--- src/rtl/envelope_gen.sv ---
// envelope_gen: ADSR amplitude envelope scaling the waveshaper sample ahead of pwm.
// Optional build macro ENV_RETRIGGER_EN: key_edge while held restarts ATTACK from the current level.
`timescale 1ns/1ps
module envelope_gen #(
    parameter int RATE_DIV      = 12000,
    parameter int ATTACK_STEP   = 8,
    parameter int DECAY_STEP    = 2,
    parameter int SUSTAIN_LEVEL = 160,
    parameter int RELEASE_STEP  = 4
) (
    input  logic       clk,
    input  logic       n_rst,
    input  logic       en,
    input  logic       gate,
    input  logic       key_edge,
    input  logic [7:0] sample_i,
    output logic [7:0] sample_o,
    output logic [7:0] env_o,
    output logic [2:0] state_o
);
    localparam logic [2:0] IDLE    = 3'd0;
    localparam logic [2:0] ATTACK  = 3'd1;
    localparam logic [2:0] DECAY   = 3'd2;
    localparam logic [2:0] SUSTAIN = 3'd3;
    localparam logic [2:0] RELEASE = 3'd4;

    localparam int            CW      = $clog2(RATE_DIV);
    localparam logic [CW-1:0] CNT_MAX = CW'(RATE_DIV - 1);
    localparam logic [8:0]    ATK9    = 9'(ATTACK_STEP);
    localparam logic [8:0]    DEC9    = 9'(DECAY_STEP);
    localparam logic [8:0]    REL9    = 9'(RELEASE_STEP);
    localparam logic [8:0]    SUS9    = 9'(SUSTAIN_LEVEL);
    localparam logic [7:0]    SUS8    = 8'(SUSTAIN_LEVEL);

    logic [2:0]    state, state_d;
    logic [7:0]    env, env_d;
    logic [CW-1:0] cnt, cnt_d;
    logic          cnt_clr, tick, active, retrig;
    logic [8:0]    atk_sum, dec_dif, rel_dif, lvl_p1;
    logic [7:0]    atk_lvl, dec_lvl, rel_lvl;
    logic [15:0]   prod;
    logic          unused_prod;

`ifdef ENV_RETRIGGER_EN
    assign retrig = key_edge & gate;
`else
    logic unused_key;
    assign retrig     = 1'b0;
    assign unused_key = key_edge;
`endif

    assign active = (state != IDLE);
    assign tick   = active && (cnt == CNT_MAX);

    // 9-bit intermediates: the carry/borrow bit selects the saturation value.
    assign atk_sum = {1'b0, env} + ATK9;
    assign dec_dif = {1'b0, env} - DEC9;
    assign rel_dif = {1'b0, env} - REL9;
    assign atk_lvl = atk_sum[8] ? 8'hFF : atk_sum[7:0];
    assign dec_lvl = (dec_dif[8] || (dec_dif < SUS9)) ? SUS8 : dec_dif[7:0];
    assign rel_lvl = rel_dif[8] ? 8'h00 : rel_dif[7:0];

    // level+1 makes 255 a unity gain and 0 a full mute after the >>8.
    assign lvl_p1      = {1'b0, env} + 9'd1;
    assign prod        = 16'(sample_i) * 16'(lvl_p1);
    assign unused_prod = ^prod[7:0];

    always_comb begin
        state_d = state;
        env_d   = env;
        cnt_clr = 1'b0;
        case (state)
            IDLE: begin
                if (gate) begin
                    state_d = ATTACK;
                    cnt_clr = 1'b1;
                end
            end
            ATTACK: begin
                if (!gate) begin
                    state_d = RELEASE;
                end else if (retrig) begin
                    cnt_clr = 1'b1;
                end else if (tick) begin
                    env_d = atk_lvl;
                    if (atk_lvl == 8'hFF) state_d = DECAY;
                end
            end
            DECAY: begin
                if (!gate) begin
                    state_d = RELEASE;
                end else if (retrig) begin
                    state_d = ATTACK;
                    cnt_clr = 1'b1;
                end else if (tick) begin
                    env_d = dec_lvl;
                    if (dec_lvl == SUS8) state_d = SUSTAIN;
                end
            end
            SUSTAIN: begin
                env_d = SUS8;
                if (!gate) begin
                    state_d = RELEASE;
                    env_d   = env;
                end else if (retrig) begin
                    state_d = ATTACK;
                    cnt_clr = 1'b1;
                    env_d   = env;
                end
            end
            RELEASE: begin
                if (gate) begin
                    state_d = ATTACK;
                end else if (tick) begin
                    env_d = rel_lvl;
                    if (rel_lvl == 8'h00) state_d = IDLE;
                end
            end
            default: begin
                state_d = IDLE;
                env_d   = 8'h00;
                cnt_clr = 1'b1;
            end
        endcase
    end

    always_comb begin
        cnt_d = cnt;
        if (cnt_clr)     cnt_d = '0;
        else if (tick)   cnt_d = '0;
        else if (active) cnt_d = cnt + 1'b1;
    end

    always_ff @(posedge clk or negedge n_rst) begin
        if (!n_rst) begin
            state    <= IDLE;
            env      <= 8'h00;
            cnt      <= '0;
            sample_o <= 8'h00;
        end else if (!en) begin
            state    <= IDLE;
            env      <= 8'h00;
            cnt      <= '0;
            sample_o <= 8'h00;
        end else begin
            state    <= state_d;
            env      <= env_d;
            cnt      <= cnt_d;
            sample_o <= prod[15:8];
        end
    end

    assign env_o   = env;
    assign state_o = state;
endmodule

--- config.mk ---
export PLATFORM = sky130hd
export DESIGN_NAME = envelope_gen
export DESIGN_NICKNAME = d
export VERILOG_FILES = /design/src/rtl/envelope_gen.sv
export SDC_FILE = /design/constraint.sdc
export NUM_CORES = 1
export LEC_CHECK = 0
export CAP_MARGIN = 20
export CORE_AREA = 3 3 102 104
export DETAILED_ROUTE_END_ITERATION = 8
export DIE_AREA = 0 0 105 107
export GPL_TIMING_DRIVEN = 0
export PLACE_DENSITY = 0.67
export SYNTH_ARGS = -nofsm -noshare
export SYNTH_HDL_FRONTEND = slang
export SYNTH_SLANG_ARGS = --single-unit
--- constraint.sdc ---
create_clock -name clk -period 5.1 [get_ports clk]
set_clock_uncertainty 0.15 [all_clocks]
set_input_delay 0.51 -clock clk [delete_from_list [all_inputs] [get_ports clk]]
set_output_delay 0.51 -clock clk [all_outputs]
set_load 0.02 [all_outputs]
==> flow_summary.ini, run 1 <==
[status]
status = finished, violations left
violations = negative setup slack

[sta]
worst_pin_slew_ns = 0.836
fin_crit_sh_pct = 100
slew_violations = 0
setup_viol = 1
layout_min_cycle_time_ns = 5.11
fmax_mhz = 196
hold_viol_final = 0
max_slew_margin_pct = 44.3
rsz0062_at_grt = yes
fin_ws_ns = -0.0120

[synthesis]
synth_xor_area_share_pct = 6.09
synthSimpleGateAreaFrac_pct = 27.0
yosys_warnings = 0
ys_types = 62
synth_area_sq_mm = 0.00446
synth_fa_ha_area_share_pct = 29.5
synth-edff-count = 0
synth-compound-area-share_pct = 11.6
muxShareOfSynthArea_pct = 0.983
synth-seq-area-share_pct = 18.5
syn_area_per_cell_sq_um = 8.60
async_flop_share_pct = 100
synth_nets = 612
synth-main-ff-cell = dfrtp_1
ys_ff_latch = 33
synth_top_family_by_area = adder cells
netlist_instances = 518

[setup_path]
cp.required_ns = 5.15
reg2regPathDepth = 17
reg2reg_from = env_o[2]
cp_max_fo = 6
crit_type = reg2reg
end_kind = flip-flop
arrival_ns = 5.16
startpoint_type = flip-flop
worstSetupStartpoint = env_o[2]

[power]
comb_power_share_pct = 17.5
p_leak_nw = 2.65
seq_power_share_pct = 37.7
powerDensity_mw_per_mm2 = 128
internal_power_uw = 511
p_sw_share_pct = 29.2
p_total_uw = 722
p_sw_uw = 211
vdd_drop_max_mv = 0.124
clkPwrFrac_pct = 44.8

[finish]
drive_above_1_share_pct = 20.0
post-route-util_pct = 58.7
antenna_cells = 0
nNetsFinal = 678
syn_to_final_growth_pct = 27.0

[floorplan]
rows = 36
boundaryPins = 32
dieArea_sq_mm = 0.0112
initial_core_util_pct = 46.2
fp.dieH_um = 107
core_sq_mm = 0.00964
die_w_um = 105

[clock_tree]
postCtsHoldBufs = 0
clkTransAtPathRegs_ns = 0.09
clock_latency_ns = 0.31
clock_path_buffers = 2
cts_root_buffer = clkbuf_8
cts_tree = done
cts_buffers = 5
htree_levels = 2
cts.sinks = 33

[drt]
wirelength_um = 11500
antenna_left = 0
drtPass1Iterations = 4
via_count = 3882
vias_per_cell = 5.41
drc = 0
wl_per_cell_um = 16.0
drtIter0Drc = 182

[placement]
portBuffers = 29
hpwl_um = 8210
gp_congestion = 0.916

[global_routing]
grt_use_total_pct = 21.2
antenna_found_initial = 0
grt_max_degree = 34
grt-ovfl-total = 0
grt_pass1_vias = 4095
grt_first_pass_wirelength_um = 19600

[run]
cap_viol_max_count = 0

[worst_hold_path]
hold_path.class = in2async
-- area by class of cell --
cell class / count / area (sq um)
buffer: 15 / 92.6
clock buffer: 5 / 68.8
clock inverter: 3 / 68.8
fill: 892 / 3980
inverter: 54 / 206
multi-input combinational: 414 / 3680
sequential: 33 / 835
tap: 133 / 166
timing repair buffer: 61 / 543
-- final timing paths --
path | endpoint | slack [ns]
worst max-delay path | sample_o[7] | -0.01
worst min-delay path | sample_o[0] | 0.14
worst max register to register | sample_o[7] | -0.01
worst min register to register | cnt[1] | 0.38
max in group asynchronous | env_o[5] | 4.07
min in group clk | cnt[1] | 0.38
-- Yosys cell counts, types with 2 or more instances --
master / n / share of area, %
nand4_1: 8 / 1.1
or3_1: 2 / 0.28
clkbuf_1: 4 / 0.34
nor4b_1: 2 / 0.39
nand4b_1: 2 / 0.39
or2_1: 2 / 0.28
fa_1: 40 / 18
mux2_2: 2 / 0.51
o21a_1: 3 / 0.51
ha_1: 41 / 12
nand2b_1: 16 / 2.2
nor4_1: 2 / 0.28
o22ai_1: 2 / 0.28
o221a_2: 2 / 0.51
dfrtp_1: 33 / 19
o211ai_2: 2 / 0.56
inv_1: 53 / 4.5
o21ai_0: 18 / 2.0
nor3_1: 12 / 1.3
a31oi_1: 2 / 0.28
a21oi_1: 16 / 1.8
nor2b_1: 39 / 5.5
and3_1: 5 / 0.70
o21ai_1: 8 / 0.90
a21o_1: 5 / 0.84
o21bai_1: 2 / 0.34
buf_2: 12 / 1.3
xnor2_1: 16 / 3.1
nand3_2: 2 / 0.45
nor4bb_1: 2 / 0.45
and2_1: 22 / 3.1
xor2_1: 15 / 2.9
nor2_1: 41 / 3.5
a211oi_1: 3 / 0.51
o211ai_1: 2 / 0.34
nand2_1: 37 / 3.1
nand3_1: 18 / 2.0
-- registers in the layout, summed over array words and instances (netlist names) --
name	cells
cnt	14
env_o	8
sample_o	8
state_o	3
-- cell usage in the layout, fill, tap and decap left out, drive strengths merged, types with 3 or more instances in the layout --
cell,count
fa,40
nor2,42
or2,3
a21o,5
o21ai,26
o21a,3
and3,5
nand2,37
mux2,3
inv,53
nor2b,39
nand2b,16
ha,41
buf,44
nand3,20
xnor2,16
clkbuf,9
a211oi,3
and2,22
nor3,13
clkdlybuf4s50,27
nand4,8
a21oi,16
o211ai,4
xor2,15
dfrtp,33
-- through the flow --
stage,hold slack (ns),cells,setup slack (ns),setup TNS (ns),instance area (sq um)
5_1_grt,0.213,718,-0.153,-0.178,5660
3_5_place_dp,0.367,680,-0.534,-1.44,5040
4_1_cts,0.182,710,-0.00347,-0.00347,5500
6_report,0.144,718,-0.0120,-0.0120,5660
3_3_place_gp,0.338,680,-0.474,-1.14,5040
2_1_floorplan,0.0644,518,0.00396,0,4590
-- cells by family after synthesis --
kind of cell / Yosys count
AND/OR/NAND/NOR: 221
AO/OA/AOI/OAI: 77
multiplexers: 4
buffers and inverters: 71
adder cells (fa/ha/maj): 81
XOR/XNOR: 31
flip-flops: 33
-- power groups by stage --
stage	logic (mW)	clock network, mW	registers, mW
detailed placement	0.122	0	0.277
global placement	0.120	0	0.276
finish	0.126	0.324	0.272
global route	0.141	0.335	0.273
CTS	0.124	0.325	0.272
floorplan	0.0737	0	0.279
-- what timing repair did --
action	CTS	global route
setup endpoints to repair	5	5
resized for setup	29	21
setup buffers	25	8
pin swaps	21	28
-- layer usage --
metal	vias up	track usage, %	share of wire [%]
met1	1923	27.9	45
met5	-	0	0
met2	82	37.4	51
met4	0	4.97	0.99
li1	1863	-	-
met3	14	2.53	2.9
-- worst max-delay path, cell delays in order (launching register included) --
cell and delay, ns:
dfrtp_2 0.48, ha_4 0.19, nand2_4 0.07, xnor2_4 0.25, nand2b_4 0.19, fa_1 0.44
fa_1 0.50, inv_1 0.05, fa_1 0.47, fa_1 0.58, ha_4 0.22, a21oi_2 0.14
o211ai_1 0.17, a41o_1 0.30, or2_4 0.26, a311oi_2 0.30, xnor2_1 0.10, and2_1 0.16
Power figures use the tool's default switching activity.
==> run 2, diff against run 1 <==
--- a/config.mk
+++ b/config.mk
@@ -10,7 +10,7 @@
 export DETAILED_ROUTE_END_ITERATION = 8
 export DIE_AREA = 0 0 105 107
 export GPL_TIMING_DRIVEN = 0
-export PLACE_DENSITY = 0.67
+export RECOVER_POWER = 100
 export SYNTH_ARGS = -nofsm -noshare
 export SYNTH_HDL_FRONTEND = slang
 export SYNTH_SLANG_ARGS = --single-unit
==> constraint.sdc (replaced) <==
create_clock -name clk -period 5.6 [get_ports clk]
set_clock_uncertainty 0.15 [all_clocks]
set_input_delay 0.56 -clock clk [delete_from_list [all_inputs] [get_ports clk]]
set_output_delay 0.56 -clock clk [all_outputs]
set_load 0.02 [all_outputs]
==> run 2 against run 1 <==
Net effect:
- cell count down 1.4%
- first-iteration DRC count is 12% lower
- clock power down 29%
- worst hold slack improved by 0.22 ns
- sequential power decreased by 9.2%
- register-to-register slack gained 0.24 ns
- the run ends with max-capacitance violations, max-slew violations left
- via count shrank 3.7%
- count of clock-buffer cells in the layout did not move
- largest cell class unchanged
- non-clock buffer count fell by 10
==> flow_summary.ini, run 2 (synthesis results as in run 1) <==
[placement]
portBuffers = 29
gp_congestion = 0.886
hpwl_um = 8470

[clock_tree]
clock_path_buffers = 2
clock_latency_ns = 0.29
cts_buffers = 5
cts_root_buffer = clkbuf_8
cts_tree = done
cts.sinks = 33
htree_levels = 2
clkTransAtPathRegs_ns = 0.08
postCtsHoldBufs = 0

[power]
p_sw_share_pct = 28.8
vdd_drop_max_mv = 0.122
powerDensity_mw_per_mm2 = 110
p_total_uw = 584
internal_power_uw = 416
p_leak_nw = 2.58
p_sw_uw = 168
clkPwrFrac_pct = 39.3
seq_power_share_pct = 42.3
comb_power_share_pct = 18.3

[drt]
drtIter0Drc = 161
vias_per_cell = 5.28
drtPass1Iterations = 4
antenna_left = 0
via_count = 3739
drc = 0
wirelength_um = 10900
wl_per_cell_um = 15.4

[finish]
largest_reg_flops = 14
fillers = 907
antenna_cells = 0
syn_to_final_growth_pct = 19.5
top_register = cnt
layout_commonest_cell = inv_1
nNetsFinal = 668
drive_above_1_share_pct = 12.2
final_cell_mix = 53 x inv_1, 40 x nor2_1, 40 x fa_1
multi_input_area_sq_mm = 0.00348
ff_latch_area_sq_um = 832

[sta]
layout_min_cycle_time_ns = 5.37
timing.hold.ws_ns = 0.362
fin_tns_setup_ns = 0
worst_pin_slew_ns = 1.78
slew_violations = 34
fin_crit_sh_pct = 95.9
max_slew_margin_pct = -18.9
fmax_mhz = 186
hold_viol_final = 0
setup_viol = 0

[floorplan]
rows = 36
initial_core_util_pct = 46.2
fp.dieH_um = 107
die_w_um = 105
dieArea_sq_mm = 0.0112
boundaryPins = 32
core_sq_mm = 0.00964

[setup_path]
cp.required_ns = 5.64
arrival_ns = 5.41
crit_buf_inv = 1
cp_cell_sequence = ha_1 -> nand2_1 -> xnor2_4 -> nand2b_1 -> fa_1 -> fa_1 -> inv_1 -> fa_1 -> fa_1 -> ha_1 -> a21oi_1 -> o211ai_1 -> a41o_1 -> or2_1 -> a311oi_2 -> xnor2_1 -> and2_1
cp_slowest_stage_delay_ns = 0.52
end_kind = flip-flop
crit_family = adder cells
crit_type = reg2reg
cp_max_fo = 6
startpoint_type = flip-flop
crit_slowest_cell = fa_1
worst_path_most_repeated_cell = fa_1

[global_routing]
grt_first_pass_wirelength_um = 18600
grt_max_degree = 34
grt_pass1_vias = 3815
grt-ovfl-total = 0
grt_use_total_pct = 20.2
antenna_found_initial = 0

[status]
violations = max-capacitance violations, max-slew violations
status = finished, violations left

[run]
cap_viol_max_count = 1

[worst_hold_path]
hold_path.class = reg2reg
[run 2: cell types whose count changed in the layout (fill, tap and decap cells not counted), sizes merged]
cell	change
clkbuf	+3
clkinv	+1
clkdlybuf4s50	-17
bufinv	-1
buf	-13
dlygate4sd3	+18
dlygate4sd2	-1
[run 2: area by class of cell]
cell class	count	share of cell area, %
multi-input combinational	414	65.3
sequential	33	15.6
timing repair buffer	49	8.15
inverter	54	3.81
tap	133	3.13
buffer	17	1.86
clock buffer	5	1.29
clock inverter	3	0.869
[run 2: tightest hold or removal path, stage by stage (launching register included)]
cell     delay [ns]
dfrtp_1        0.36
nand2_1        0.05
o21ai_0        0.06
[run 2: power by group through the flow]
| stage | Sequential, mW | Clock, mW | Combinational (mW) |
|---|---|---|---|
| floorplan | 0.255 | 0 | 0.0671 |
| global placement | 0.252 | 0 | 0.110 |
| detailed placement | 0.252 | 0 | 0.109 |
| CTS | 0.247 | 0.239 | 0.110 |
| global route | 0.248 | 0.250 | 0.119 |
| finish | 0.247 | 0.230 | 0.107 |
[run 2: path summary, 6_finish.rpt]
check,startpoint,to,slack [ns],depth (start not counted)
worst max-delay path,env_o[1],sample_o[7],0.23,17
worst min-delay path,cnt[1],cnt[1],0.36,2
worst max register to register,env_o[1],sample_o[7],0.23,17
worst min register to register,cnt[1],cnt[1],0.36,2
max in group asynchronous,n_rst,env_o[2],3.54,1
min in group asynchronous,n_rst,env_o[4],0.59,1
[run 2: through the flow]
step / util (%) / setup slack (ns) / instances / area (sq um)
floorplan: - / 0.293 / 518 / 4460
global placement: 51.0 / -0.656 / 680 / 4910
detailed placement: 50.9 / -0.670 / 680 / 4910
CTS: 54.1 / 0.0186 / 697 / 5210
global route: 55.2 / -0.0107 / 708 / 5330
finish: 55.2 / 0.231 / 708 / 5330
[run 2: what timing repair did]
item / 4_1_cts / 5_1_grt
cloned: 0 / 0
pin swaps: 4 / 6
setup endpoints to repair: 5 / 2
buffers inserted: 9 / 11
gates resized for setup: 21 / 14
[run 2: metal layers]
metal,global-route usage (%),up-vias,share of wire (%)
met3,2.29,12,3.7
met1,26.7,1794,45
li1,-,1842,-
met2,35.1,91,50
met5,0,-,0
met4,5.81,0,1.2
